$ cat src/rtl/updown_counter_param_pkg.sv
// Shared constants and helpers for the parametrised up/down counter and its prescaler.
package updown_counter_param_pkg;

  localparam int unsigned MODE_WRAP = 0;
  localparam int unsigned MODE_SAT  = 1;

  // Bits needed to hold 0..val-1, never less than one.
  function automatic int unsigned clog2_min1(input int unsigned val);
    return (val <= 2) ? 1 : $clog2(val);
  endfunction

endpackage

$ cat src/rtl/tick_gen.sv
// Prescaler: emits a one-cycle step enable once every DIV enabled clock cycles.
module tick_gen
  import updown_counter_param_pkg::*;
#(
  parameter int unsigned DIV = 1
) (
  input  logic clk,
  input  logic rst,
  input  logic en,
  input  logic clr,
  output logic step
);

  localparam int unsigned     PreW   = clog2_min1(DIV);
  localparam logic [PreW-1:0] PreMax = PreW'(DIV - 1);

  logic [PreW-1:0] pre_q, pre_d;

  assign step = en && (pre_q == PreMax);

  always_comb begin
    pre_d = pre_q;
    if (clr) begin
      pre_d = '0;
    end else if (en) begin
      pre_d = step ? '0 : pre_q + 1'b1;
    end
  end

  always_ff @(posedge clk or posedge rst) begin
    if (rst) begin
      pre_q <= '0;
    end else begin
      pre_q <= pre_d;
    end
  end

endmodule

$ cat src/rtl/updown_counter_param.sv
// Up/down counter with prescaler, sync clear/load, programmable modulus and
// wrap-or-saturate at the range ends. All outputs are registered.
module updown_counter_param
  import updown_counter_param_pkg::*;
#(
  parameter int unsigned WIDTH    = 4,
  parameter int unsigned MODULUS  = 16,
  parameter int unsigned DIV      = 1,
  parameter int unsigned SATURATE = MODE_WRAP
) (
  input  logic             clk,
  input  logic             rst,
  input  logic             en,
  input  logic             up,
  input  logic             clr,
  input  logic             load,
  input  logic [WIDTH-1:0] load_val,
  output logic [WIDTH-1:0] q,
  output logic             tick,
  output logic             tc,
  output logic             ovf
);

  if (WIDTH < 1 || WIDTH > 32) begin : g_bad_width
    $error("updown_counter_param: WIDTH must be 1..32");
  end
  if (MODULUS < 2 || longint'(MODULUS) > (64'd1 << WIDTH)) begin : g_bad_modulus
    $error("updown_counter_param: MODULUS must be 2..2**WIDTH");
  end
  if (DIV < 1) begin : g_bad_div
    $error("updown_counter_param: DIV must be >= 1");
  end

  localparam logic [WIDTH-1:0] QMax = WIDTH'(MODULUS - 1);

  logic             step;
  logic             at_end;
  logic [WIDTH-1:0] q_q, q_d;
  logic             tick_q, tick_d;
  logic             tc_q, tc_d;
  logic             ovf_q, ovf_d;

  tick_gen #(
    .DIV (DIV)
  ) u_tick_gen (
    .clk  (clk),
    .rst  (rst),
    .en   (en),
    .clr  (clr),
    .step (step)
  );

  always_comb begin
    q_d    = q_q;
    tick_d = 1'b0;
    tc_d   = 1'b0;
    ovf_d  = ovf_q;
    // Range end in the current direction of travel.
    at_end = up ? (q_q == QMax) : (q_q == '0);
    if (clr) begin
      q_d   = '0;
      ovf_d = 1'b0;
    end else if (load) begin
      q_d = (load_val > QMax) ? QMax : load_val;
    end else if (step) begin
      tick_d = 1'b1;
      if (at_end) begin
        tc_d  = 1'b1;
        ovf_d = 1'b1;
        if (SATURATE != MODE_SAT) begin
          q_d = up ? '0 : QMax;
        end
      end else begin
        q_d = up ? q_q + 1'b1 : q_q - 1'b1;
      end
    end
  end

  always_ff @(posedge clk or posedge rst) begin
    if (rst) begin
      q_q    <= '0;
      tick_q <= 1'b0;
      tc_q   <= 1'b0;
      ovf_q  <= 1'b0;
    end else begin
      q_q    <= q_d;
      tick_q <= tick_d;
      tc_q   <= tc_d;
      ovf_q  <= ovf_d;
    end
  end

  assign q    = q_q;
  assign tick = tick_q;
  assign tc   = tc_q;
  assign ovf  = ovf_q;

endmodule

$ cat config.mk
export PLATFORM = sky130hd
export DESIGN_NAME = updown_counter_param
export DESIGN_NICKNAME = d
export VERILOG_FILES = /design/src/rtl/updown_counter_param_pkg.sv /design/src/rtl/tick_gen.sv /design/src/rtl/updown_counter_param.sv
export SDC_FILE = /design/constraint.sdc
export NUM_CORES = 1
export LEC_CHECK = 0
export CORE_AREA = 3 3 40 42
export CTS_CLUSTER_DIAMETER = 150
export DETAILED_ROUTE_END_ITERATION = 7
export DIE_AREA = 0 0 43 45
export PLACE_DENSITY_LB_ADDON = 0.3
export SYNTH_ARGS = -nofsm -noshare
export SYNTH_HDL_FRONTEND = slang
export SYNTH_SLANG_ARGS = --single-unit
$ cat constraint.sdc
create_clock -name clk -period 4.15 [get_ports clk]
set_input_delay 0.83 -clock clk [delete_from_list [all_inputs] [get_ports clk]]
set_output_delay 0.83 -clock clk [all_outputs]
set_load 0.1 [all_outputs]
==> results of run 1 <==
==> sequential cells by signal, summed over array words and instances, names as in the netlist <==
signal	flops
tick	1
q	4
tc	1
u_tick_gen.pre_q	1
ovf	1
==> synth_stat cells (2+ instances only) <==
| master | n |
|---|---|
| nand2b_1 | 2 |
| dfrtp_1 | 8 |
| nor2b_1 | 6 |
| a22oi_1 | 2 |
| nor2_1 | 2 |
| inv_1 | 4 |
| clkbuf_1 | 2 |
| o22ai_1 | 2 |
| ha_1 | 2 |
| xnor2_1 | 3 |
==> power groups by stage <==
stage	registers [mW]	clock network [mW]	logic (mW)
3_3_place_gp	0.0898	0	0.0933
3_5_place_dp	0.0898	0	0.0942
4_1_cts	0.0885	0.0610	0.0946
6_report	0.0884	0.0585	0.0938
5_1_grt	0.0892	0.0647	0.0994
2_1_floorplan	0.122	0	0.0360
==> per-stage QoR <==
step | utilization | cell area, sq um | cells
2_1_floorplan | - | 511.7 | 49
3_3_place_gp | 0.5316 | 683.2 | 78
3_5_place_dp | 0.5316 | 683.2 | 78
4_1_cts | 0.5492 | 705.7 | 81
5_1_grt | 0.5492 | 705.7 | 81
6_report | 0.5492 | 705.7 | 81
==> final cells by class <==
| class | instances | area (sq um) | area share |
|---|---|---|---|
| clock buffer | 3 | 22.52 | 0.03191 |
| inverter | 4 | 15.01 | 0.02128 |
| multi-input combinational | 35 | 289.0 | 0.4096 |
| sequential | 8 | 200.2 | 0.2837 |
| tap | 15 | 18.77 | 0.02660 |
| timing repair buffer | 16 | 160.2 | 0.2270 |
==> worst max-delay path by stage <==
stage | from | end | cells after the start
2_1_floorplan | q[1] | q[3] | 5
3_3_place_gp | up | q[3] | 7
3_5_place_dp | up | q[3] | 7
4_1_cts | q[1] | q[1] | 1
5_1_grt | q[1] | q[1] | 1
6_report | q[1] | q[1] | 1
==> logic make-up (layout without fill, tap and decap cells) <==
kind of cell / after synthesis / count (layout) / synth area share
xor gates and xnor gates: 4 / 4 / 0.06847
buffers and inverters: 6 / 23 / 0.04401
muxes: 1 / 1 / 0.01956
and+or+nand+nor: 16 / 16 / 0.2005
DFF: 8 / 8 / 0.3912
AOI/OAI and AO/OA: 11 / 11 / 0.1883
adders and majority gates: 3 / 3 / 0.08801
==> layer usage <==
| metal | track usage | vias up |
|---|---|---|
| met4 | 0.03614 | 0 |
| met1 | 0.1493 | 199 |
| li1 | - | 205 |
| met5 | 0 | - |
| met2 | 0.2126 | 11 |
| met3 | 0.05976 | 0 |
==> results.yml, run 1 <==
worst_setup_path:
  crit_type: "reg -> out"
  worstPathMaxFanout: 5
  r2r_slack_ps: 2550
  r2r_cells: 4
  cp_top_family: "buffers and inverters"
  max_stage_delay_ps: 1180
  critPathBufInv: 1
  crit_chain: "clkdlybuf4s50_1"
  required_ps: 3320
  cpMaxStageDelayCell: "clkdlybuf4s50_1"
  r2r_end: "ovf"
  startpoint_type: "register"
  worstReg2RegStart: "q[0]"
  crit_arrival_ps: 1880
  critPathCaptureType: "output pin"
power:
  p_clk_frac: 0.243
  p_sw_frac: 0.3732
  ir_worst_vdd_uv: 165.9
  combPwrFrac: 0.390
  power_uw: 240.8
  power_density_mw_per_mm2: 341.2
  p_int_uw: 150.9
  p_seq_frac: 0.367
  netSwitchingPower_uw: 89.87
  leakagePower_nw: 0.3053
drt:
  drt-initial-drc-count: 6
  firstDrtPassIters: 2
  finalWirelength_um: 1068
  ant_nets: 0
  vias: 415
  wl_met2_um: 557
  wl_met3_um: 64
  drc: 0
  drt-met1-wl_um: 447
  top_layer: "met3"
  viasPerCell: 5.123
  wl_per_cell_um: 13.19
floorplanning:
  die_h_um: 45
  initial_core_util: 0.3982
  die_w_um: 43
  core_area_sq_mm: 0.001285
  ios: 17
  dieArea_sq_mm: 0.001935
  fp-row-count: 13
layout:
  final_nets: 81
  drive_gt1_frac: 0.1212
  area_delta_synth_final_pct: 37.90
  num_antenna_cells: 0
  mostFrequentLayoutCell: "clkdlybuf4s50_1"
  fillCellCount: 138
  layout_common_cells: "clkdlybuf4s50_1 (16), dfrtp_1 (8), nor2b_1 (6)"
clock_network:
  clockBufferDepth: 2
  cts_hold_buf: 0
  postCtsSetupRepairBufs: 0
  post_cts_resized: 0
  numCtsBuffers: 3
  cts-root-buf: "clkbuf_4"
  cts.sink_count: 8
  cts_max_level: 1
  cts_tree: "done"
  clk_transition_reported_paths_ps: 50
  insertion_delay_ps: 250
global_routing:
  grt_usage: 0.1279
  first_global_vias: 419
  antenna_found_initial: 0
  grt_overflow_total: 0
  grt_max_degree: 10
  grt_pass1_wl_um: 1780
synthesis:
  syn_area_sq_um: 511.7
  ys_top_cells_by_area: "dfrtp_1 (39%), nor2b_1 (7.3%), xnor2_1 (5.1%)"
  synth_cell_type_count: 26
  seq_area_frac_synth: 0.3912
  synth-edff-count: 0
  synth_top_area_frac: 0.3912
  ys_ff_latch: 8
  synth-async-reset-ratio: 1.000
  syn_inst: 49
  ys.flop_type: "dfrtp_1"
  synth_warnings: 0
  synth_top_cell_by_area: "dfrtp_1"
  syn-num-nets: 62
  syn_avg_cell_area_sq_um: 10.44
sta:
  relSlewSlack: 0.3522
  finalSetupTns_ps: 0
  fmax_mhz: 368.6
  skew_ps: 0.5012
  layout_min_cycle_time_ps: 2713
  fin_ws_ps: 1437
  setup_viol: 0
  finalHoldViolCount: 0
  grt_setup_unrepaired: "no"
  hold_ws_ps: 487.2
  drv_slew: 0
  period_share: 0.6536
  tightest_slew_ps: 968.6
place:
  portBuffers: 16
  place_ws_ps: 1513
  dp_hpwl_um: 844.2
  place_congestion: 0.8530
worst_hold_path:
  whs_path_depth: 2
  holdPathEnd: "ovf"
  hp-class: "reg -> reg"
  holdCritStartpoint: "ovf"
job:
  max-cap-violations: 0
status:
  status: "complete, no violations"
No activity file was read; power rests on OpenSTA's default activity.
==> run 2: changes to the inputs <==
--- a/config.mk
+++ b/config.mk
@@ -5,10 +5,10 @@
 export SDC_FILE = /design/constraint.sdc
 export NUM_CORES = 1
 export LEC_CHECK = 0
-export CORE_AREA = 3 3 40 42
+export CORE_MARGIN = 3
+export CORE_UTILIZATION = 38
 export CTS_CLUSTER_DIAMETER = 150
 export DETAILED_ROUTE_END_ITERATION = 7
-export DIE_AREA = 0 0 43 45
 export PLACE_DENSITY_LB_ADDON = 0.3
 export SYNTH_ARGS = -nofsm -noshare
 export SYNTH_HDL_FRONTEND = slang
==> constraint.sdc (replaced) <==
create_clock -name clk -period 2.3 [get_ports clk]
set_input_delay 0.46 -clock clk [delete_from_list [all_inputs] [get_ports clk]]
set_output_delay 0.46 -clock clk [all_outputs]
set_load 0.1 [all_outputs]
==> run 2 against run 1 <==
Hold slack got worse by 31 ps. Clock power increased by 81%. Largest cell class unchanged. Worst setup slack got worse by 1000 ps. Flip-flop and latch count did not move. Die area down 5.8%. Global-route usage is 1.4 points higher. Sequential power up 81%.
==> results.yml, run 2 (synthesis gave the netlist of run 1 again) <==
status:
  status: "complete, no violations"
clock_network:
  post_cts_resized: 0
  postCtsSetupRepairBufs: 0
  cts_max_level: 1
  clk_transition_reported_paths_ps: 50
  insertion_delay_ps: 250
  cts_hold_buf: 0
  cts-root-buf: "clkbuf_4"
  clockBufferDepth: 2
  cts.sink_count: 8
  cts_tree: "done"
  numCtsBuffers: 3
layout:
  drive_gt1_frac: 0.2609
  area_delta_synth_final_pct: 38.63
  num_antenna_cells: 0
  final_nets: 84
  largest_reg_flops: 4
  fillCellCount: 111
  mostFrequentLayoutCell: "buf_4"
  layout_common_cells: "buf_4 (10), clkdlybuf4s50_1 (9), dfrtp_1 (8)"
floorplanning:
  die_h_um: 42.70
  initial_core_util: 0.4314
  die_w_um: 42.70
  fp-row-count: 12
  dieArea_sq_mm: 0.001823
  ios: 17
  core_area_sq_mm: 0.001186
power:
  power_density_mw_per_mm2: 613.7
  p_clk_frac: 0.242
  combPwrFrac: 0.390
  netSwitchingPower_uw: 162.7
  p_seq_frac: 0.367
  p_int_uw: 272.7
  power_uw: 435.4
  p_sw_frac: 0.3737
  ir_worst_vdd_uv: 410.6
  leakagePower_nw: 0.3319
drt:
  vias: 425
  wl_met3_um: 65
  drt-initial-drc-count: 3
  wl_per_cell_um: 12.86
  ant_nets: 0
  firstDrtPassIters: 4
  viasPerCell: 5.120
  finalWirelength_um: 1067
  drc: 0
  wl_met2_um: 525
  top_layer: "met4"
  drt-met1-wl_um: 467
worst_setup_path:
  worstPathMaxFanout: 4
  crit_arrival_ps: 2040
  critPathCaptureType: "register"
  startpoint_type: "input port"
  crit_type: "in -> reg"
  required_ps: 2450
place:
  place_congestion: 0.7162
  dp_hpwl_um: 849.5
  portBuffers: 16
sta:
  finalHoldViolCount: 0
  skew_ps: 1.173
  finalSetupTns_ps: 0
  period_share: 0.8203
  tightest_slew_ps: 398.6
  fmax_mhz: 530.1
  layout_min_cycle_time_ps: 1887
  setup_viol: 0
  drv_slew: 0
  grt_setup_unrepaired: "no"
  relSlewSlack: 0.7315
job:
  max-cap-violations: 0
global_routing:
  grt_usage: 0.1420
  first_global_vias: 450
  grt_max_degree: 9
  grt_overflow_total: 0
  antenna_found_initial: 0
  grt_pass1_wl_um: 1897
worst_hold_path:
  hp-class: "in -> async"
[run 2: cell type report]
cell class,instances,area (sq um),area share
tap,14,17.52,0.02469
inverter,4,15.01,0.02116
timing repair buffer,19,165.2,0.2328
sequential,8,200.2,0.2822
multi-input combinational,35,289.0,0.4074
clock buffer,3,22.52,0.03175
[run 2: power by group through the flow]
stage                     registers, mW  clock network [mW]  logic [mW]
after floorplan                   0.220                   0      0.0650
after global placement            0.162                   0       0.169
after detailed placement          0.162                   0       0.170
after CTS                         0.160               0.111       0.171
after global routing              0.162               0.118       0.182
final                             0.160               0.106       0.170
[run 2: critical path, cell delays in order]
cell and delay, ps:
clkdlybuf4s50_1 480, inv_1 90, ha_1 300, a21o_2 210
a21oi_1 170, xnor2_1 90, a221oi_1 230
[run 2: path summary, 6_finish.rpt]
kind | startpoint | end | slack, ps | depth (start not counted)
max in group asynchronous | rst | q[2] | 1610 | 2
hold reg to reg | ovf | ovf | 490 | 2
min in group clk | ovf | ovf | 490 | 2
setup / recovery | up | q[3] | 410 | 7
hold / removal | rst | q[1] | 460 | 2
setup reg to reg | q[0] | ovf | 710 | 4
[run 2: through the flow]
| step | instances | hold slack, ps | util | setup slack (ps) | area, sq um |
|---|---|---|---|---|---|
| after detailed placement | 80 | 479.3 | 0.5791 | 162.1 | 686.9 |
| after global routing | 83 | 482.4 | 0.5981 | 329.6 | 709.4 |
| after global placement | 80 | 477.3 | 0.5791 | 209.6 | 686.9 |
| after floorplan | 49 | 275.7 | - | 175.2 | 511.7 |
| after CTS | 83 | 462.4 | 0.5981 | 422.6 | 709.4 |
| final | 83 | 456.1 | 0.5981 | 413.4 | 709.4 |
[run 2: metal layers]
layer	vias up	GRT usage
met4	0	0.03727
met1	199	0.1658
met5	-	0
li1	211	-
met3	2	0.07627
met2	13	0.2246
